===== config.mk =====
export PLATFORM = sky130hd
export DESIGN_NAME = impl_mon
export DESIGN_NICKNAME = d
export VERILOG_FILES = /design/src/rtl/impl_mon_pkg.sv /design/src/rtl/impl_mon_sat_cnt.sv /design/src/rtl/impl_mon.sv
export SDC_FILE = /design/constraint.sdc
export NUM_CORES = 1
export LEC_CHECK = 0
export CELL_PAD_IN_SITES_DETAIL_PLACEMENT = 0
export CELL_PAD_IN_SITES_GLOBAL_PLACEMENT = 2
export CORE_AREA = 2 2 83 85
export CTS_CLUSTER_DIAMETER = 40
export DETAILED_ROUTE_END_ITERATION = 8
export DIE_AREA = 0 0 85 87
export PLACE_DENSITY_LB_ADDON = 0.1
export SLEW_MARGIN = 40
export SYNTH_ARGS = -nofsm -noshare
export SYNTH_HDL_FRONTEND = slang
export SYNTH_SLANG_ARGS = --single-unit

===== constraint.sdc =====
create_clock -name clk -period 2.4 [get_ports clk]
set_input_delay 0.36 -clock clk [delete_from_list [all_inputs] [get_ports clk]]
set_output_delay 0.36 -clock clk [all_outputs]
set_load 0.005 [all_outputs]

===== src/rtl/impl_mon_pkg.sv =====
// impl_mon_pkg: shared types and limits for the implication monitor
package impl_mon_pkg;
  typedef enum logic [1:0] {IDLE = 2'd0, ACTIVE = 2'd1, FAILED = 2'd2} mon_state_t;
  localparam int MAX_DELAY = 16;
endpackage


===== src/rtl/impl_mon_sat_cnt.sv =====
// impl_mon_sat_cnt: saturating up-counter with sync reset and clear
module impl_mon_sat_cnt #(
  parameter int W = 16
) (
  input  logic         clk,
  input  logic         rst,
  input  logic         clr,
  input  logic         inc,
  output logic [W-1:0] cnt
);
  logic [W-1:0] cnt_q, cnt_d;
  always_comb cnt_d = (inc && cnt_q != '1) ? cnt_q + 1'b1 : cnt_q;
  always_ff @(posedge clk)
    if (rst || clr) cnt_q <= '0;
    else cnt_q <= cnt_d;
  assign cnt = cnt_q;
endmodule


===== src/rtl/impl_mon.sv =====
// impl_mon: hardware checker for a |-> ##DELAY b; IMPL_MON_TIMESTAMP_EN adds first-fail capture
module impl_mon
  import impl_mon_pkg::*;
#(
  parameter int DELAY = 1,
  parameter int CNT_W = 16
) (
  input  logic             clk,
  input  logic             rst,
  input  logic             en,
  input  logic             a,
  input  logic             b,
  input  logic             clear,
  output logic             pass_pulse,
  output logic             fail_pulse,
  output logic [CNT_W-1:0] pass_cnt,
  output logic [CNT_W-1:0] fail_cnt,
  output mon_state_t       state
`ifdef IMPL_MON_TIMESTAMP_EN
  ,
  output logic [CNT_W-1:0] first_fail_cyc,
  output logic             first_fail_vld
`endif
);
  if (DELAY < 1 || DELAY > MAX_DELAY) begin : g_bad_delay
    $error("impl_mon: DELAY must be within 1..MAX_DELAY");
  end
  logic [DELAY-1:0] pend_q, pend_d;
  logic             pass_q, pass_d, fail_q, fail_d;
  mon_state_t       state_q, state_d;
  // the oldest pending slot is the attempt whose consequent is sampled this edge
  always_comb begin
    pend_d  = (pend_q << 1) | DELAY'(en & a);
    pass_d  = pend_q[DELAY-1] & b;
    fail_d  = pend_q[DELAY-1] & ~b;
    state_d = (fail_d || state_q == FAILED) ? FAILED : (|pend_d) ? ACTIVE : IDLE;
  end
  always_ff @(posedge clk)
    if (rst || clear) begin
      pend_q  <= '0;
      pass_q  <= 1'b0;
      fail_q  <= 1'b0;
      state_q <= IDLE;
    end else begin
      pend_q  <= pend_d;
      pass_q  <= pass_d;
      fail_q  <= fail_d;
      state_q <= state_d;
    end
  impl_mon_sat_cnt #(.W(CNT_W)) u_pass_cnt (
    .clk(clk), .rst(rst), .clr(clear), .inc(pass_d), .cnt(pass_cnt)
  );
  impl_mon_sat_cnt #(.W(CNT_W)) u_fail_cnt (
    .clk(clk), .rst(rst), .clr(clear), .inc(fail_d), .cnt(fail_cnt)
  );
  assign pass_pulse = pass_q;
  assign fail_pulse = fail_q;
  assign state      = state_q;
`ifdef IMPL_MON_TIMESTAMP_EN
  logic [CNT_W-1:0] cycle_q, cycle_d, ffc_q, ffc_d;
  logic             ffv_q, ffv_d;
  always_comb begin
    cycle_d = cycle_q + 1'b1;
    ffc_d   = (fail_d && !ffv_q) ? cycle_q : ffc_q;
    ffv_d   = ffv_q | fail_d;
  end
  always_ff @(posedge clk)
    if (rst || clear) begin
      cycle_q <= '0;
      ffc_q   <= '0;
      ffv_q   <= 1'b0;
    end else begin
      cycle_q <= cycle_d;
      ffc_q   <= ffc_d;
      ffv_q   <= ffv_d;
    end
  assign first_fail_cyc = ffc_q;
  assign first_fail_vld = ffv_q;
`endif
endmodule


After elaboration in Yosys (flattened, before gate mapping)
Cells that the tools add are included.
Widths: inputs -> output; s select.
- register bits after elaboration: 37
- output and inout bits: 36
- $add $sub $neg: 2
- equal/unequal tests: 3
- muxes and demuxes: 2
- bitwise operators: 4
- reductions and logical operators: 5
- operator list (operator ; number):
    $add 16x1->16 const B ; 2
    $ne 16x16->1 const B ; 2
    $and 1x1->1 ; 3
    $eq 2x2->1 const B ; 1
    $logic_and 1x1->1 ; 2
    $logic_or 1x1->1 ; 2
    $mux 2 ; 1
    $reduce_or 2->1 ; 1
    $mux 1 ; 1
    $not 1->1 ; 1

Depth between registers and ports, before layout
Gate-level depths: netlist of run 1.
- depth in word-level cells: 4
- mapped depth: 6

Hierarchy
From an unflattened synthesis of run 1, not the netlist that was laid out.
- cells, all modules: 209
- area, all modules: 1854.3 um^2
- by module, submodules not included (module ; instances ; cells each ; area an instance (um^2) ; sequential area each (um^2)):
    impl_mon_sat_cnt ; 2 ; 96 ; 843.3 ; 320.3
    impl_mon ; 1 ; 17 ; 167.7 ; 100.1

Least setup slack after synthesis of run 1
Ideal clock, no wire load.
- path type: register to register
- from: register u_fail_cnt.cnt_q[0] (netlist: u_fail_cnt.cnt[0])
- to: register u_fail_cnt.cnt_q[10] (netlist: u_fail_cnt.cnt[10])
- data arrival time: 1763 ps
- path slack: 567 ps
- stages on the path, launching flop included: 7
- buffers on the path: 1
- clock period less this slack: 1833 ps
- cells stage by stage: dfxtp_1 > ha_1 > nand3_2 > or3_1 > buf_2 > or4_1 > a21oi_1
- longest elaborated chain between the ends: 2
- elaborated cells between the ends (all ways): 3
- ends and longest elaborated chain (item ; line ; source):
    from (decl) ; impl_mon_sat_cnt.sv:11 ; logic [W-1:0] cnt_q, cnt_d;
    from (signal assigned) ; impl_mon_sat_cnt.sv:15 ; else cnt_q <= cnt_d;
    parallel branches: the longest is 2 deep, another holds $add 16x1->16 ; -- ;
Several ways; the timed one is not identified.
A chain may end at the register's enable or synchronous reset.

Final worst setup path of run 1
Ends and elaborated chain as after synthesis.

==> results of run 1 <==
[final timing paths]
kind                                                      from                         endpoint  cells after the start
worst max-delay path            u_fail_cnt.cnt[0]$_SDFFE_PP0P_  u_fail_cnt.cnt[10]$_SDFFE_PP0P_                      5
worst min-delay path            u_pass_cnt.cnt[1]$_SDFFE_PP0P_   u_pass_cnt.cnt[1]$_SDFFE_PP0P_                      2
worst max register to register  u_fail_cnt.cnt[0]$_SDFFE_PP0P_  u_fail_cnt.cnt[10]$_SDFFE_PP0P_                      5
worst min register to register  u_pass_cnt.cnt[1]$_SDFFE_PP0P_   u_pass_cnt.cnt[1]$_SDFFE_PP0P_                      2
[final cells by class]
cell class | count | area share (%)
Clock buffer | 5 | 2.721
Tap cell | 80 | 3.958
Sequential cell | 37 | 29.29
Timing Repair Buffer | 54 | 20.09
Multi-Input combinational cell | 167 | 40.33
Inverter | 7 | 1.039
Clock inverter | 3 | 2.573
[synth_stat cells (all sizes together), types with 2 or more instances]
master  number
and4         4
o41ai        2
clkbuf       6
ha           2
nor4         6
o31ai        7
o211ai       4
or3         14
o21ai       13
a211oi       4
o211a        2
nor3         4
o21a         2
and3         2
dfxtp       37
nand2       24
or2          4
a31oi        2
nor2        10
inv          7
a21oi       17
nand4       10
mux2i        6
nand3       11
buf          3
or4          8
[cells in the final DEF (no fill, tap or decap), types with 2 or more instances in the layout]
master	instances
clkdlybuf4s50_1	41
dfxtp_1	37
nand2_1	24
a21oi_1	17
or3_1	14
o21ai_0	13
buf_4	13
nand4_1	10
nor2_1	10
nand3_1	10
or4_1	8
o31ai_1	7
inv_1	7
mux2i_1	6
nor4_1	5
clkbuf_8	5
o211ai_1	4
nor3_1	4
and4_1	4
a211oi_1	4
or2_2	3
a31oi_1	2
o21a_1	2
o211a_1	2
and3_1	2
o41ai_1	2
ha_1	2
bufinv_16	2
[metal layers]
| layer | global-route usage [%] | up-vias | wire length, um |
|---|---|---|---|
| met4 | 4.329 | 0 | 27 |
| met2 | 24.43 | 36 | 2553 |
| met5 | 0 | - | 0 |
| met1 | 18.69 | 843 | 2422 |
| li1 | - | 947 | - |
| met3 | 2.938 | 2 | 221 |
[where the power goes]
group	switching, mW	internal, mW
combinational	0.0236	0.0218
clock	0.242	0.413
sequential	0.00130	0.615
total	0.267	1.05
[cell families after synthesis]
group / after synthesis / share of synthesized area (%)
muxes: 6 / 3.292
DFF: 37 / 40.60
adders and majority gates: 2 / 1.372
buffers and inverters: 16 / 3.498
and+or+nand+nor: 101 / 30.73
AOI/OAI and AO/OA: 58 / 20.51
[critical path: stages, from the launching register on]
cell and delay [ps]:
dfxtp_1 420, ha_1 250, nand3_2 140, or3_1 420, or4_1 480, a21oi_1 150
[sequential cells by signal, summed over array words and instances (netlist names)]
signal and flops:
u_pass_cnt.cnt 16, state 2, fail_pulse 1, pend_q 1, u_fail_cnt.cnt 16, pass_pulse 1
[through the flow]
step                      area, sq um  total power [mW]
after CTS                        2529             1.343
after global placement           2395            0.6769
after floorplan                  1824            0.6476
after global routing             2529             1.369
after detailed placement         2395            0.6762
final                            2529             1.317
==> summary.md, run 1 <==
| Metric | Value |
|---|---|
| Mapped Cells | between 200 and 250 |
| CTS tree | built |
| Die area | approximately 7400 sq um |
| H-tree Lvls | 2 |
| CP required | 2620 ps |
| Chip Width | 85 um |
| Final TNS setup | 0 ps |
| WS Path Type | flop to flop |
| Routed WL | 5.225 mm |
| Vias in the first global route | about 1700 |
| Post-synth EDFFs | 0 |
| Power density over the cells | 520.8 nW/um^2 |
| Core ar. | 6569 sq um |
| Synth Net Count | 228 |
| Max IR drop VDD | 0.2587 mV |
| Top cell type's share of synthesized area | ~40% |
| 1st-iter DRT viols | 75 |
| Total GRT Usage | 14.48% |
| Maximum clock frequency | 0.5206 GHz |
| Hold slack | 514.3 ps |
| Initial Util | 27.77% |
| Largest net degree at the start of global routing | 18 |
| Clock latency on the worst-skew pair | 290 ps |
| Arr. time, crit path | 2140 ps |
| Slew HR | 71.84% |
| Ranking of synthesized cells by area | dfxtp_1 41%, nand2_1 4.9%, or3_1 4.8% |
| Layout Cells excl Fill | between 300 and 400 |
| Multi-input gate area | 1020 sq um |
| Sequential area share after synthesis | 40.60% |
| Num CTS Buffers | 5 |
| Crit path launch type | flop |
| Total setup buffers inserted after CTS | 0 |
| Pre-antenna DRT Iters | 4 |
| TritonCTS Sinks | 37 |
| Setup ws final | 479.1 ps |
| Reg area | 740.7 sq um |
| # diodes | 0 |
| DRC violations left | 0 |
| Syn avg cell area | 8.292 sq um |
| Clock root buffer master | clkbuf_8 |
| Synthesis-to-finish area growth | 38.61% |
| Post-CTS Resized | 0 |
| Status | finished clean |
| # nets final | 280 |
| Total number of vias | between 1500 and 2000 |
| Worst Hold Class | flop to flop |
| Slew of the pin with the lowest slew margin | between 400 and 500 ps |
| Reg2reg setup slack | 480 ps |
| Fillers | ~700 |
| Routed len/inst | around 15 um |
| Endpoint class of the critical path | flop |
| Utilization after layout | 38.50% |
| Inst Count DP | 345 |
| RSZ-0062 raised after global routing | no |
| Fraction of layout cells with a size suffix above 1 | 9.524% |
| First-pass GRT wire length | 8.514 mm |
| Max-slew violations | 0 |
| Lkg Pwr | 0.7780 nW |
| Cts hold-fix bufs | 0 |
| # rows | 30 |
| Antenna Nets Post-Route | 0 |
| Clk slew on worst S/H paths | 70 ps |
| Initial antenna violation count | 0 |
| Grt total ovfl | 0 |
| Port bufs | slightly above 40 |
| Synth Register Bits | 37 |
| Placed wire-length estimate | 3.816 mm |
| Clock skew | 9.580 ps |
| Top Ports | 42 |
| Post-synthesis cell type count | 38 |
| Main synth FF type | dfxtp_1 |
| Crit path max fanout | 6 |
| Fin crit period | 1921 ps |
| Die height | 87 um |
| Via/cell ratio | 5.178 |
| Gpl congestion | between 0.6 and 0.7 |
| Yosys warning count | 0 |
| Max_cap viols | 0 |
| Setup violations, final | 0 |
| Hold Fails Final Rpt | 0 |
| Dpl ws | 252.9 ps |
| Final period util | ~80% |
| Longest Clk Path Bufs | 2 |
| Area leader, netlist | dfxtp_1 |
| Post-synth ARST share | 0% |
| Mapped Area | 1824 sq um |
Power figures use the tool's default switching activity.
==> run 2: changes to the inputs <==
CORE_AREA = 2 2 87 89   (was 2 2 83 85)
DIE_AREA = 0 0 89 91   (was 0 0 85 87)
clock period = 1.7 ns   (was 2.4 ns; I/O delays follow)
==> run 2 against run 1 <==
Compared with the run above: largest power group is now registers; sequential share of layout area down 3.2 points; global-route usage down 0.44 points; register-to-register slack worse by 400 ps; hold slack worse by 4.6 ps; critical path type is now primary input to flop; utilization rose by 1.9 points.
==> summary.md, run 2 (synthesis gave the netlist of run 1 again) <==
| Metric | Value |
|---|---|
| Status | finished clean (unchanged) |
| Worst path cell trace | clkdlybuf4s50_1 > nand2b_4 > buf_4 > or2_2 > or4_1 > a21oi_2 (was ha_1 > nand3_2 > or3_1 > or4_1 > a21oi_1) |
| WS Path Type | primary input to flop (was flop to flop) |
| Total number of vias | 1977 (was 1828) |
| Combinational power share | 4.7% (was 3.4%) |
| Worst flop-to-flop path endpoint | u_fail_cnt.cnt[10]$_SDFFE_PP0P_ (unchanged) |
| Initial Util | 25.56% (was 27.77%) |
| Crit path launch type | primary input (was flop) |
| Antenna Nets Post-Route | 0 (unchanged) |
| Worst Hold Class | flop to flop (unchanged) |
| Clock skew | 7.518 ps (was 9.580 ps) |
| Sw frac | 22.30% (was 20.28%) |
| Clock power frac | 38.8% (was 49.8%) |
| NetSw | 0.3425 mW (was 0.2671 mW) |
| Most frequent cells in the layout | 53 x buf_4, 41 x clkdlybuf4s50_1, 32 x dfxtp_1 (was 41 x clkdlybuf4s50_1, 37 x dfxtp_1, 24 x nand2_1) |
| Layout Cells excl Fill | 413 (was 353) |
| Largest net degree at the start of global routing | 18 (unchanged) |
| Hold_sp | state[1]$_SDFF_PP0_ (was u_pass_cnt.cnt[1]$_SDFFE_PP0P_) |
| # diodes | 0 (unchanged) |
| Arr. time, crit path | 1880 ps (was 2140 ps) |
| Most common cell after layout, fill and taps aside | buf_4 (was clkdlybuf4s50_1) |
| Pwr Total | 1.536 mW (was 1.317 mW) |
| Power density over the cells | 532.4 nW/um^2 (was 520.8 nW/um^2) |
| Lkg Pwr | 0.9720 nW (was 0.7780 nW) |
| Clk slew on worst S/H paths | 70 ps (about the same) |
| Max_cap viols | 0 (unchanged) |
| Hold Fails Final Rpt | 0 (unchanged) |
| Clock root buffer master | clkbuf_8 (unchanged) |
| DRC violations left | 0 (unchanged) |
| Slew HR | 76.86% (was 71.84%) |
| FF-to-FF Start | u_fail_cnt.cnt[1]$_SDFFE_PP0P_ (was u_fail_cnt.cnt[0]$_SDFFE_PP0P_) |
| Cts hold-fix bufs | 0 (unchanged) |
| Sequential share of power | 56.5% (was 46.8%) |
| 1st-iter DRT viols | 65 (was 75) |
| Slew of the pin with the lowest slew margin | 343.9 ps (was 418.6 ps) |
| Post-route cell area | 2885 sq um (was 2529 sq um) |
| # nets final | 321 (was 280) |
| Core ar. | 7137 sq um (was 6569 sq um) |
| Gpl congestion | 0.7186 (was 0.6747) |
| Die area | 8099 sq um (was 7395 sq um) |
| Utilization after layout | 40.43% (was 38.50%) |
| Max incr delay on CP | 430 ps (was 480 ps) |
| Placed wire-length estimate | 4.076 mm (was 3.816 mm) |
| Routed WL | 5.481 mm (was 5.225 mm) |
| Fin crit period | approximately 1700 ps |
| Slowest CP cell | clkdlybuf4s50_1 (was or4_1) |
| Hold EP | state[1]$_SDFF_PP0_ (was u_pass_cnt.cnt[1]$_SDFFE_PP0P_) |
| Reg2reg setup slack | 80 ps (was 480 ps) |
| Max-slew violations | 0 (unchanged) |
| Vias in the first global route | 1843 (was 1738) |
| Inst Count DP | 405 (was 345) |
| Initial antenna violation count | 0 (unchanged) |
| Hold slack | 509.7 ps (was 514.3 ps) |
| Fillers | 758 (was 690) |
| Maximum clock frequency | 0.6000 GHz |
| Longest Clk Path Bufs | 2 (unchanged) |
| Synthesis-to-finish area growth | 58.16% (was 38.61%) |
| Chip Width | 89 um (was 85 um) |
| Pre-antenna DRT Iters | 4 (unchanged) |
| Die height | 91 um (was 87 um) |
| Grt total ovfl | 0 (unchanged) |
| Max IR drop VDD | 0.3187 mV (was 0.2587 mV) |
| Final period util | between 90% and 100% |
| Endpoint class of the critical path | flop (unchanged) |
| Top Ports | 42 (unchanged) |
| CTS tree | built (unchanged) |
| Num CTS Buffers | 5 (unchanged) |
| # rows | 31 (was 30) |
| Setup violations, final | 0 (unchanged) |
| Port bufs | 41 (unchanged) |
| Post-Place Cell Area | 2766 sq um (was 2395 sq um) |
| Worst reg-to-reg path cell count | 5 (unchanged) |
| First-pass GRT wire length | 9.052 mm (was 8.514 mm) |
| Total GRT Usage | 14.03% (was 14.48%) |
| Fraction of layout cells with a size suffix above 1 | 24.52% (was 9.524%) |
| Clock latency on the worst-skew pair | 280 ps (was 290 ps) |
| Total setup buffers inserted after CTS | 0 (unchanged) |
| TritonCTS Sinks | 37 (unchanged) |
| Hold depth | 2 (unchanged) |
| Routed len/inst | 13.27 um (was 14.80 um) |
| Crit path max fanout | 8 (was 6) |
| H-tree Lvls | 2 (unchanged) |
| Via/cell ratio | 4.787 (was 5.178) |
| CP required | 1920 ps (was 2620 ps) |
| RSZ-0062 raised after global routing | yes (was no) |
| Internal power | 1.194 mW (was 1.050 mW) |
==> run 2: layer usage <==
layer	track usage [%]	vias to the layer above	share of wire [%]
met2	19.15	28	41
li1	-	1033	-
met1	22.35	914	55
met5	0	-	0
met4	2.985	0	0.57
met3	2.818	2	2.6
==> run 2: power groups by stage <==
stage               Combinational, mW  Sequential [mW]  Clock [mW]
finish                         0.0725            0.867       0.596
global route                   0.0794            0.868       0.666
CTS                            0.0731            0.867       0.623
detailed placement             0.0716            0.887           0
global placement               0.0719            0.887           0
floorplan                      0.0243            0.887           0
==> run 2: cell type report <==
cell class	count	area (sq um)	share of cell area [%]
clock buffer	8	80.08	2.775
timing repair buffer	95	828.3	28.71
tap	99	123.9	4.293
sequential	37	752.0	26.06
inverter	7	26.28	0.9107
multi-input combinational	167	1075	37.25
==> run 2: through the flow <==
step / setup slack (ps) / setup TNS (ps)
finish: 33.46 / 0
global route: -6.204 / -6.204
CTS: 13.12 / 0
detailed placement: -361.1 / -5308
global placement: -353.3 / -5124
floorplan: -7.077 / -7.077
==> run 2: timing repair <==
item | in CTS | in global routing
pin swaps | 0 | 1
endpoints found under the setup margin | 6 | 8
gates resized for setup | 5 | 8
==> run 2: worst max-delay path by stage <==
stage / end / cells past startpoint / start
5_1_grt: u_fail_cnt.cnt[0]$_SDFFE_PP0P_ / 6 / u_fail_cnt.cnt[6]$_SDFFE_PP0P_
3_5_place_dp: u_fail_cnt.cnt[13]$_SDFFE_PP0P_ / 5 / b
4_1_cts: u_pass_cnt.cnt[10]$_SDFFE_PP0P_ / 6 / b
3_3_place_gp: u_fail_cnt.cnt[13]$_SDFFE_PP0P_ / 5 / b
2_1_floorplan: u_fail_cnt.cnt[10]$_SDFFE_PP0P_ / 6 / u_fail_cnt.cnt[1]$_SDFFE_PP0P_
6_report: u_fail_cnt.cnt[5]$_SDFFE_PP0P_ / 6 / b
==> run 2: critical path, delay by kind of cell <==
family                 cells  cell delay, ps
buffers and inverters      2             590
and+or+nand+nor            3             900
AOI/OAI and AO/OA          1             130
==> run 3: changes to the inputs <==
CORE_AREA = 2 2 79 81   (was 2 2 87 89)
DIE_AREA = 0 0 81 83   (was 0 0 89 91)
DONT_BUFFER_PORTS = 1   (was not set)
==> run 3 against run 2 <==
Compared with the run above: global-route usage increased by 2.2 points; non-clock buffer count decreased by 53; clock-buffer cell count unchanged; final area decreased by 18%; flip-flop and latch count unchanged; worst setup slack got worse by 11 ps; largest cell class unchanged.
==> summary.md, run 3 (synthesis gave the netlist of run 1 again) <==
| Metric | Value |
|---|---|
| Status | finished clean (unchanged) |
| Max IR drop VDD | 0.3556 mV (was 0.3187 mV) |
| TritonCTS Sinks | 37 (unchanged) |
| Final period util | 98.67% (was 98.03%) |
| Worst path cell trace | ha_4 > nand3_4 > or3_4 > or4_1 > a21oi_1 (was clkdlybuf4s50_1 > nand2b_4 > buf_4 > or2_2 > or4_1 > a21oi_2) |
| Clock latency on the worst-skew pair | 290 ps (was 280 ps) |
| FF-to-FF Start | u_fail_cnt.cnt[0]$_SDFFE_PP0P_ (was u_fail_cnt.cnt[1]$_SDFFE_PP0P_) |
| # rows | 28 (was 31) |
| Worst reg-to-reg path cell count | 5 (unchanged) |
| Initial antenna violation count | 0 (unchanged) |
| Arr. time, crit path | 1900 ps (was 1880 ps) |
| First-pass GRT wire length | 8.590 mm (was 9.052 mm) |
| Max_cap viols | 0 (unchanged) |
| Hold Fails Final Rpt | 0 (unchanged) |
| Longest Clk Path Bufs | 2 (unchanged) |
| Worst Hold Class | primary input to flop (was flop to flop) |
| Setup ws final | 22.58 ps (was 33.46 ps) |
| Routed len/inst | 15.79 um (was 13.27 um) |
| Maximum clock frequency | 0.5962 GHz (was 0.6000 GHz) |
| Hold slack | 142.3 ps (was 509.7 ps) |
| Worst flop-to-flop path endpoint | u_fail_cnt.cnt[10]$_SDFFE_PP0P_ (unchanged) |
| WS Path Type | flop to flop (was primary input to flop) |
| Lkg Pwr | 0.7959 nW (was 0.9720 nW) |
| Clock skew | 4.235 ps (was 7.518 ps) |
| Total GRT Usage | 16.26% (was 14.03%) |
| Clock root buffer master | clkbuf_8 (unchanged) |
| Die height | 83 um (was 91 um) |
| Chip Width | 81 um (was 89 um) |
| Crit path launch type | flop (was primary input) |
| Reg2reg setup slack | 20 ps (was 80 ps) |
| Most common cell after layout, fill and taps aside | buf_4 (unchanged) |
| Routed WL | 5.305 mm (was 5.481 mm) |
| Placed wire-length estimate | 3.917 mm (was 4.076 mm) |
| Setup violations, final | 0 (unchanged) |
| Crit path max fanout | 6 (was 8) |
| CP required | 1930 ps (was 1920 ps) |
| Slew HR | 75.59% (was 76.86%) |
| Clk slew on worst S/H paths | 70 ps (about the same) |
| Max incr delay on CP | 470 ps (was 430 ps) |
| # diodes | 0 (unchanged) |
| Hold_sp | a (was state[1]$_SDFF_PP0_) |
| Num CTS Buffers | 5 (unchanged) |
| Pre-antenna DRT Iters | 4 (unchanged) |
| Die area | 6723 sq um (was 8099 sq um) |
| Max-slew violations | 0 (unchanged) |
| Synthesis-to-finish area growth | 29.70% (was 58.16%) |
| Hold depth | 1 (was 2) |
| Crit path max-delay family | simple AND/OR/NAND/NOR gates (unchanged) |
| Fraction of layout cells with a size suffix above 1 | 25.29% (was 24.52%) |
| Fin crit period | 1677 ps (was 1667 ps) |
| DRC violations left | 0 (unchanged) |
| Via/cell ratio | 5.488 (was 4.787) |
| Top Ports | 42 (unchanged) |
| CTS tree | built (unchanged) |
| RSZ-0062 raised after global routing | yes (unchanged) |
| Total number of vias | 1844 (was 1977) |
| Pwr Total | 1.546 mW (was 1.536 mW) |
| # nets final | 268 (was 321) |
| CP Buf/Inv Count | 0 (was 2) |
| Port bufs | 0 (was 41) |
| Largest net degree at the start of global routing | 20 (was 18) |
| H-tree Lvls | 2 (unchanged) |
| Most frequent cells in the layout | 38 x buf_4, 31 x dfxtp_1, 24 x nand2_1 (was 53 x buf_4, 41 x clkdlybuf4s50_1, 32 x dfxtp_1) |
| Fillers | 622 (was 758) |
| 1st-iter DRT viols | 98 (was 65) |
| Slowest CP cell | or4_1 (was clkdlybuf4s50_1) |
| Cts hold-fix bufs | 0 (unchanged) |
| Antenna Nets Post-Route | 0 (unchanged) |
| Dpl ws | 5.637 ps (was -361.1 ps) |
| Endpoint class of the critical path | flop (unchanged) |
| Initial Util | 31.37% (was 25.56%) |
| Hold EP | pend_q$_SDFF_PP0_ (was state[1]$_SDFF_PP0_) |
| Gpl congestion | 0.8037 (was 0.7186) |
| Grt total ovfl | 0 (unchanged) |
| Vias in the first global route | 1660 (was 1843) |
| Core ar. | 5816 sq um (was 7137 sq um) |
| Power density over the cells | 653.4 nW/um^2 (was 532.4 nW/um^2) |
| Slew of the pin with the lowest slew margin | 362.9 ps (was 343.9 ps) |
[run 3: changes by cell type in the layout (fill, tap and decap cells not counted), sizes merged]
cell           change
clkdlybuf4s50     -41
buf               -12
[run 3: routing by layer]
metal	vias up	part of all wire [%]	global-route usage (%)
met5	-	0	0
met4	0	1.2	4.622
met3	5	6.1	5.978
met2	41	45	23.37
met1	875	47	22.65
li1	923	-	-
[run 3: worst max path at each step]
stage,from,to,depth (start not counted)
floorplan,u_fail_cnt.cnt[1]$_SDFFE_PP0P_,u_fail_cnt.cnt[10]$_SDFFE_PP0P_,6
global placement,u_fail_cnt.cnt[0]$_SDFFE_PP0P_,u_fail_cnt.cnt[10]$_SDFFE_PP0P_,5
detailed placement,u_fail_cnt.cnt[0]$_SDFFE_PP0P_,u_fail_cnt.cnt[10]$_SDFFE_PP0P_,5
CTS,u_fail_cnt.cnt[3]$_SDFFE_PP0P_,u_fail_cnt.cnt[13]$_SDFFE_PP0P_,4
global route,u_fail_cnt.cnt[2]$_SDFFE_PP0P_,u_fail_cnt.cnt[13]$_SDFFE_PP0P_,4
finish,u_fail_cnt.cnt[0]$_SDFFE_PP0P_,u_fail_cnt.cnt[10]$_SDFFE_PP0P_,5
[run 3: per-stage QoR]
stage | util, % | instance area, sq um | setup TNS (ps) | std cells
after floorplan | - | 1852 | -7.077 | 220
after global placement | 38.10 | 2216 | 0 | 327
after detailed placement | 38.10 | 2216 | 0 | 327
after CTS | 39.76 | 2312 | 0 | 335
after global routing | 40.68 | 2366 | -235.6 | 336
final | 40.68 | 2366 | 0 | 336
[run 3: worst register-to-register path, stage by stage, from the launching register on]
cell	delay, ps
dfxtp_4	390
ha_4	160
nand3_4	80
or3_4	390
or4_1	470
a21oi_1	130
[run 3: what timing repair did]
item	4_1_cts	5_1_grt
cloned	0	1
pin swaps	0	1
buffers inserted	0	0
gates resized for setup	2	15
hold endpoints to repair	0	0
setup endpoints to repair	2	13
[run 3: area by class of cell]
type | instances | area (sq um) | area share (%)
clock buffer | 8 | 90.09 | 3.808
tap | 75 | 93.84 | 3.966
timing repair buffer | 42 | 324.1 | 13.70
multi-input combinational | 167 | 1079 | 45.58
sequential | 37 | 753.2 | 31.83
inverter | 7 | 26.28 | 1.111
[run 3: power breakdown]
part	internal, mW	switching [mW]
clock network	0.331	0.309
logic	0.0128	0.0252
registers	0.865	0.00253
total	1.21	0.337
